File: src/rtl/pool_pkg.sv
// Shared types for the 2x2 pooling window generator.
// POOL_WIN_ODD_PAD_EN adds the ROW_LAST state used for zero-padded odd-size maps.
package pool_pkg;

  localparam int unsigned PixW = 16;

  typedef logic signed [PixW-1:0] pix_t;

  typedef struct packed {
    pix_t w00;
    pix_t w01;
    pix_t w10;
    pix_t w11;
    logic last;
  } win_t;

`ifdef POOL_WIN_ODD_PAD_EN
  typedef enum logic [1:0] {ROW_TOP, ROW_BOT, ROW_LAST} state_e;
`else
  typedef enum logic [1:0] {ROW_TOP, ROW_BOT} state_e;
`endif

endpackage

File: src/rtl/pool_line_buf.sv
// One-row line buffer: single write port, combinational reads at columns c-1 and c.
// Not reset; every entry is rewritten by the top row before it is read.
module pool_line_buf
  import pool_pkg::*;
#(
  parameter int unsigned N  = 5,
  parameter int unsigned AW = $clog2(N)
) (
  input  logic          clk,
  input  logic          we,
  input  logic [AW-1:0] waddr,
  input  pix_t          wdata,
  input  logic [AW-1:0] raddr,
  output pix_t          rdata_lo,
  output pix_t          rdata_hi
);

  pix_t          mem [N];
  logic [AW-1:0] lo_addr;

  always_ff @(posedge clk) begin
    if (we) begin
      mem[waddr] <= wdata;
    end
  end

  assign lo_addr  = (raddr == '0) ? '0 : raddr - 1'b1;
  assign rdata_lo = mem[lo_addr];
  assign rdata_hi = mem[raddr];

endmodule

File: src/rtl/pool_window_gen.sv
// Streaming 2x2 / stride-2 window generator feeding the average-pooling stage.
// Define POOL_WIN_ODD_PAD_EN to emit zero-padded edge windows for odd N.
module pool_window_gen
  import pool_pkg::*;
#(
  parameter int unsigned N  = 5,
  parameter int unsigned DW = 16
) (
  input  logic          clk,
  input  logic          rst,
  input  logic          pix_valid,
  input  logic [DW-1:0] pix_in,
  output logic          pix_ready,
  output logic          win_valid,
  input  logic          win_ready,
  output logic [DW-1:0] win_00,
  output logic [DW-1:0] win_01,
  output logic [DW-1:0] win_10,
  output logic [DW-1:0] win_11,
  output logic          win_last,
  output logic          map_done
);

  localparam int unsigned CW = $clog2(N);
  localparam logic [CW-1:0] Max = CW'(N - 1);
  localparam bit OddN = (N % 2) == 1;
`ifdef POOL_WIN_ODD_PAD_EN
  localparam bit PadEn = 1'b1;
`else
  localparam bit PadEn = 1'b0;
`endif
  // Coordinate of the pixel that completes the final window of a map.
  localparam logic [CW-1:0] LastIdx = (PadEn || !OddN) ? CW'(N - 1) : CW'(N - 2);

  state_e        state_q, state_d;
  logic [CW-1:0] col_q, row_q;
  pix_t          prev_q;
  win_t          win_q, win_d;
  logic          win_valid_q;
  logic          map_done_q;
  logic          accept;
  logic          load;
  logic          lb_we;
  pix_t          lb_lo, lb_hi;
  pix_t          pix;

  assign pix       = pix_t'(pix_in);
  assign pix_ready = !win_valid_q || win_ready;
  assign accept    = pix_valid && pix_ready;
  assign lb_we     = accept && (state_q == ROW_TOP);

  pool_line_buf #(
    .N  (N),
    .AW (CW)
  ) u_line_buf (
    .clk      (clk),
    .we       (lb_we),
    .waddr    (col_q),
    .wdata    (pix),
    .raddr    (col_q),
    .rdata_lo (lb_lo),
    .rdata_hi (lb_hi)
  );

  always_comb begin
    state_d = state_q;
    if (accept && (col_q == Max)) begin
      if (row_q == Max) begin
        state_d = ROW_TOP;
      end
`ifdef POOL_WIN_ODD_PAD_EN
      else if (OddN && (row_q == CW'(N - 2))) begin
        state_d = ROW_LAST;
      end
`endif
      else if (state_q == ROW_TOP) begin
        state_d = ROW_BOT;
      end else begin
        state_d = ROW_TOP;
      end
    end
  end

  always_comb begin
    load       = 1'b0;
    win_d      = win_q;
    win_d.last = (row_q == LastIdx) && (col_q == LastIdx);
    case (state_q)
      ROW_BOT: begin
        if (col_q[0]) begin
          load      = accept;
          win_d.w00 = lb_lo;
          win_d.w01 = lb_hi;
          win_d.w10 = prev_q;
          win_d.w11 = pix;
        end
`ifdef POOL_WIN_ODD_PAD_EN
        else if (OddN && (col_q == Max)) begin
          load      = accept;
          win_d.w00 = lb_hi;
          win_d.w01 = '0;
          win_d.w10 = pix;
          win_d.w11 = '0;
        end
`endif
      end
`ifdef POOL_WIN_ODD_PAD_EN
      ROW_LAST: begin
        if (col_q[0]) begin
          load      = accept;
          win_d.w00 = prev_q;
          win_d.w01 = pix;
          win_d.w10 = '0;
          win_d.w11 = '0;
        end else if (col_q == Max) begin
          load      = accept;
          win_d.w00 = pix;
          win_d.w01 = '0;
          win_d.w10 = '0;
          win_d.w11 = '0;
        end
      end
`endif
      default: ;
    endcase
  end

  always_ff @(posedge clk or posedge rst) begin
    if (rst) begin
      state_q <= ROW_TOP;
      col_q   <= '0;
      row_q   <= '0;
      prev_q  <= '0;
    end else begin
      state_q <= state_d;
      if (accept) begin
        prev_q <= pix;
        if (col_q == Max) begin
          col_q <= '0;
          row_q <= (row_q == Max) ? '0 : row_q + 1'b1;
        end else begin
          col_q <= col_q + 1'b1;
        end
      end
    end
  end

  // A load in the same cycle as a drain overwrites and keeps win_valid high.
  always_ff @(posedge clk or posedge rst) begin
    if (rst) begin
      win_q       <= '0;
      win_valid_q <= 1'b0;
      map_done_q  <= 1'b0;
    end else begin
      map_done_q <= accept && (row_q == Max) && (col_q == Max);
      if (load) begin
        win_q       <= win_d;
        win_valid_q <= 1'b1;
      end else if (win_valid_q && win_ready) begin
        win_valid_q <= 1'b0;
      end
    end
  end

  assign win_valid = win_valid_q;
  assign win_00    = win_q.w00;
  assign win_01    = win_q.w01;
  assign win_10    = win_q.w10;
  assign win_11    = win_q.w11;
  assign win_last  = win_q.last;
  assign map_done  = map_done_q;

endmodule

File: config.mk
export PLATFORM = sky130hd
export DESIGN_NAME = pool_window_gen
export DESIGN_NICKNAME = d
export VERILOG_FILES = /design/src/rtl/pool_pkg.sv /design/src/rtl/pool_line_buf.sv /design/src/rtl/pool_window_gen.sv
export SDC_FILE = /design/constraint.sdc
export NUM_CORES = 1
export LEC_CHECK = 0
export CAP_MARGIN = 20
export CORE_MARGIN = 5
export CORE_UTILIZATION = 30
export CTS_BUF_LIST = sky130_fd_sc_hd__clkbuf_4 sky130_fd_sc_hd__clkbuf_8
export CTS_CLUSTER_DIAMETER = 60
export DETAILED_ROUTE_END_ITERATION = 12
export SYNTH_ARGS = -nofsm -noshare
export SYNTH_HDL_FRONTEND = slang
export SYNTH_SLANG_ARGS = --single-unit
File: constraint.sdc
create_clock -name clk -period 7.23 [get_ports clk]
set_clock_uncertainty 0.15 [all_clocks]
set_input_delay 1.446 -clock clk [delete_from_list [all_inputs] [get_ports clk]]
set_output_delay 1.446 -clock clk [all_outputs]
set_load 0.02 [all_outputs]
==> impl_results.md <==
- Post-synthesis net count: about 600
- Peak supply drop: 0.203 mV
- Synth top area cells: edfxtp_1 (34%), dfrtp_1 (32%), nand2_1 (7.4%), mux4_2 (5.1%), a21oi_1 (4.6%)
- Core area: 23,400 sq um
- Final net count: around 680
- Antenna violations before repair: 0
- Hold Buf Count CTS: 0
- Post-synth EDFFs: 80
- Clk buf depth: 2
- Vias in the first global route: roughly 4,800
- Grt ovf: 0
- Critical Path End Type: output pin
- RSZ-0062 raised after global routing: false
- DPL Wire Length: 11.5 mm
- Seq/Total Area, Yosys: 0.654
- Num CTS Buffers: 17
- Worst R2R Setup Slack: approximately 4 ns
- # resized after CTS: 0
- Global Route met3 Usage: 0.0336
- PwrDens: 436 nW/um^2
- Kind of critical path: in -> out
- Worst hold path depth: 2
- Distinct cells, synth: 30
- Post-layout min period: approximately 4.5 ns
- Io pins: between 80 and 90
- RR Endpoint: win_00[8]
- Fin. max-slew vios: 0
- Largest net degree at the start of global routing: 62
- Mapped Cells: around 570
- Post-CTS Setup Bufs: 0
- Worst Path Required: 5.63 ns
- Root buffer cell: clkbuf_8
- Max cap viols: 0
- F_max: 0.224 GHz
- Final wirelength: ~18 mm
- Power, Total: between 0.003 and 0.004 W
- Die area: 26,900 sq um
- Yosys warning count: 0
- Slew margin rel.: 0.291
- CP max FO: 4
- Commonest cells in the synthesized netlist: nand2_1 (140), dfrtp_1 (90), edfxtp_1 (80)
- Area Growth Syn to Fin: 23.3%
- Avg Inst Size Synth: approximately 12 sq um
- H-Tree Depth: 4
- Final Cell Area: ~8800 sq um
- Chip width: ~160 um
- HP Class: reg -> reg
- Met2 Track Usage GR: 0.210
- Die height: 164 um
- Hold Crit Start: prev_q[0]
- First-pass GRT wire length: approximately 27 mm
- Synth top area share: 0.337
- P_leak: around 3.4 nW
- WL/cell: roughly 18 um
- Clock slew at reported path FFs: approximately 0.09 ns
- Most used routing layer: met2
- Worst slack, placed: 2.56 ns
- Startpoint Class: input port
- Initial core utilization: 0.304
- Reg-to-Reg Start: col_q[1]
- Share of flip-flops with an asynchronous set or reset: 0.529
- Area after DPL: ~8300 sq um
- Later-pin clock latency in the skew report: around 0.45 ns
- Antenna Nets Post-Route: 0
- Final period utilization: 0.618
- Most common cell in the netlist: nand2_1
- Post-synth top area cell: edfxtp_1
- Drt first pass iters: 4
- WHS: approximately 0.32 ns
- Clock sink total: 170
- DRT iter0 DRCs: between 200 and 300
- Worst min-delay path endpoint: win_10[0]
- Seq cells post-synth: 170
- Routed vias: 4,645
- Outcome: completed
- R2R cell count: 6
- Row cnt: 56
- Setup slack after layout: around 2.8 ns
- CTS tree: built
- Fin. Hold Viols: 0
- Worst EP arrival: around 2.9 ns
- Share of layout cells above drive strength 1: 0.132
- Number of fill cells: between 2,000 and 2,500
- GRT Overall Usage: 0.135
- Dominant register cell in the synthesized netlist: dfrtp_1
- Ant. Diodes: 0
- Port Buffers: between 80 and 90
- GRT met1 Usage: 0.188
- Setup-failing EPs final: 0
- Worst-margin pin slew: 1.06 ns
- DRC Markers: 0
- Post-synthesis cell area: ~7100 sq um
- GPL Wtd Cong: slightly below 0.8
- Vias/cell: ~4.7
- Post-route setup TNS: 0 ns
[worst max path at each step]
stage              start               endpoint  slack (ns)
4_1_cts        win_ready              pix_ready        2.72
5_1_grt        win_ready              pix_ready        2.62
3_3_place_gp   win_ready  u_line_buf.mem[2][11]        2.59
2_1_floorplan  win_ready   u_line_buf.mem[4][0]        2.82
6_report       win_ready              pix_ready        2.76
3_5_place_dp   win_ready  u_line_buf.mem[2][11]        2.56
[flip-flops by register name, indices dropped and copies added (netlist names), 3 cells and up]
register / flops
win_10: 16
row_q: 3
win_11: 16
win_01: 16
u_line_buf.mem: 80
win_00: 16
col_q: 3
prev_q: 16
[cell usage in the layout, fill, tap and decap left out, drive strengths merged, types with 2 or more instances in the layout]
master         synthesis  routed
nor2                  35      35
nand2b                 2       2
o21ai                  7       7
inv                    8       9
dfrtp                 90      90
mux2                  18      18
edfxtp                80      80
mux2i                 20      20
clkinv                 1       9
o22a                  13      13
or3                    4       4
nor3                   7       7
nand2                140     140
a21oi                 65      65
ha                     7       7
clkbuf                10      18
bufinv                 0       4
mux4                  16      16
nand3                  2       2
clkdlybuf4s50          0      87
buf                   25      12
o2111ai               14      14
[area by class of cell]
type,count,area (sq um),area share
Sequential cell,170,4660,0.530
Multi-Input combinational cell,357,2280,0.260
Timing Repair Buffer,99,965,0.110
Tap cell,319,399,0.0455
Clock buffer,18,248,0.0282
Clock inverter,14,196,0.0224
Inverter,9,36.3,0.00413
[per-layer routing]
metal,up-vias,routed length (um)
met1,2304,8370
met3,20,872
met2,122,8060
met5,-,0
met4,0,239
li1,2199,-
[power breakdown]
| part | switching, W | total (W) | internal (W) |
|---|---|---|---|
| clock network | 0.000357 | 0.000744 | 0.000388 |
| registers | 0.000166 | 0.00146 | 0.00129 |
| logic | 0.000930 | 0.00163 | 0.000702 |
| total | 0.00145 | 0.00383 | 0.00238 |
[critical path: stages]
cell and delay [ns]:
clkdlybuf4s50_1 0.42, nor2b_1 0.26, inv_1 0.14, clkdlybuf4s50_1 0.61
[cells by family after synthesis]
logic type | share of synthesized area
compound gates | 0.0872
fa+ha+maj | 0.0123
buf+inv | 0.0311
flops | 0.654
mux | 0.107
simple gates | 0.108
[stage by stage]
step	utilization	cells
6_report	0.375	986
5_1_grt	0.375	986
4_1_cts	0.375	985
3_5_place_dp	0.356	953
3_3_place_gp	0.356	953
2_1_floorplan	-	571
No activity file was read; power rests on OpenSTA's default activity.
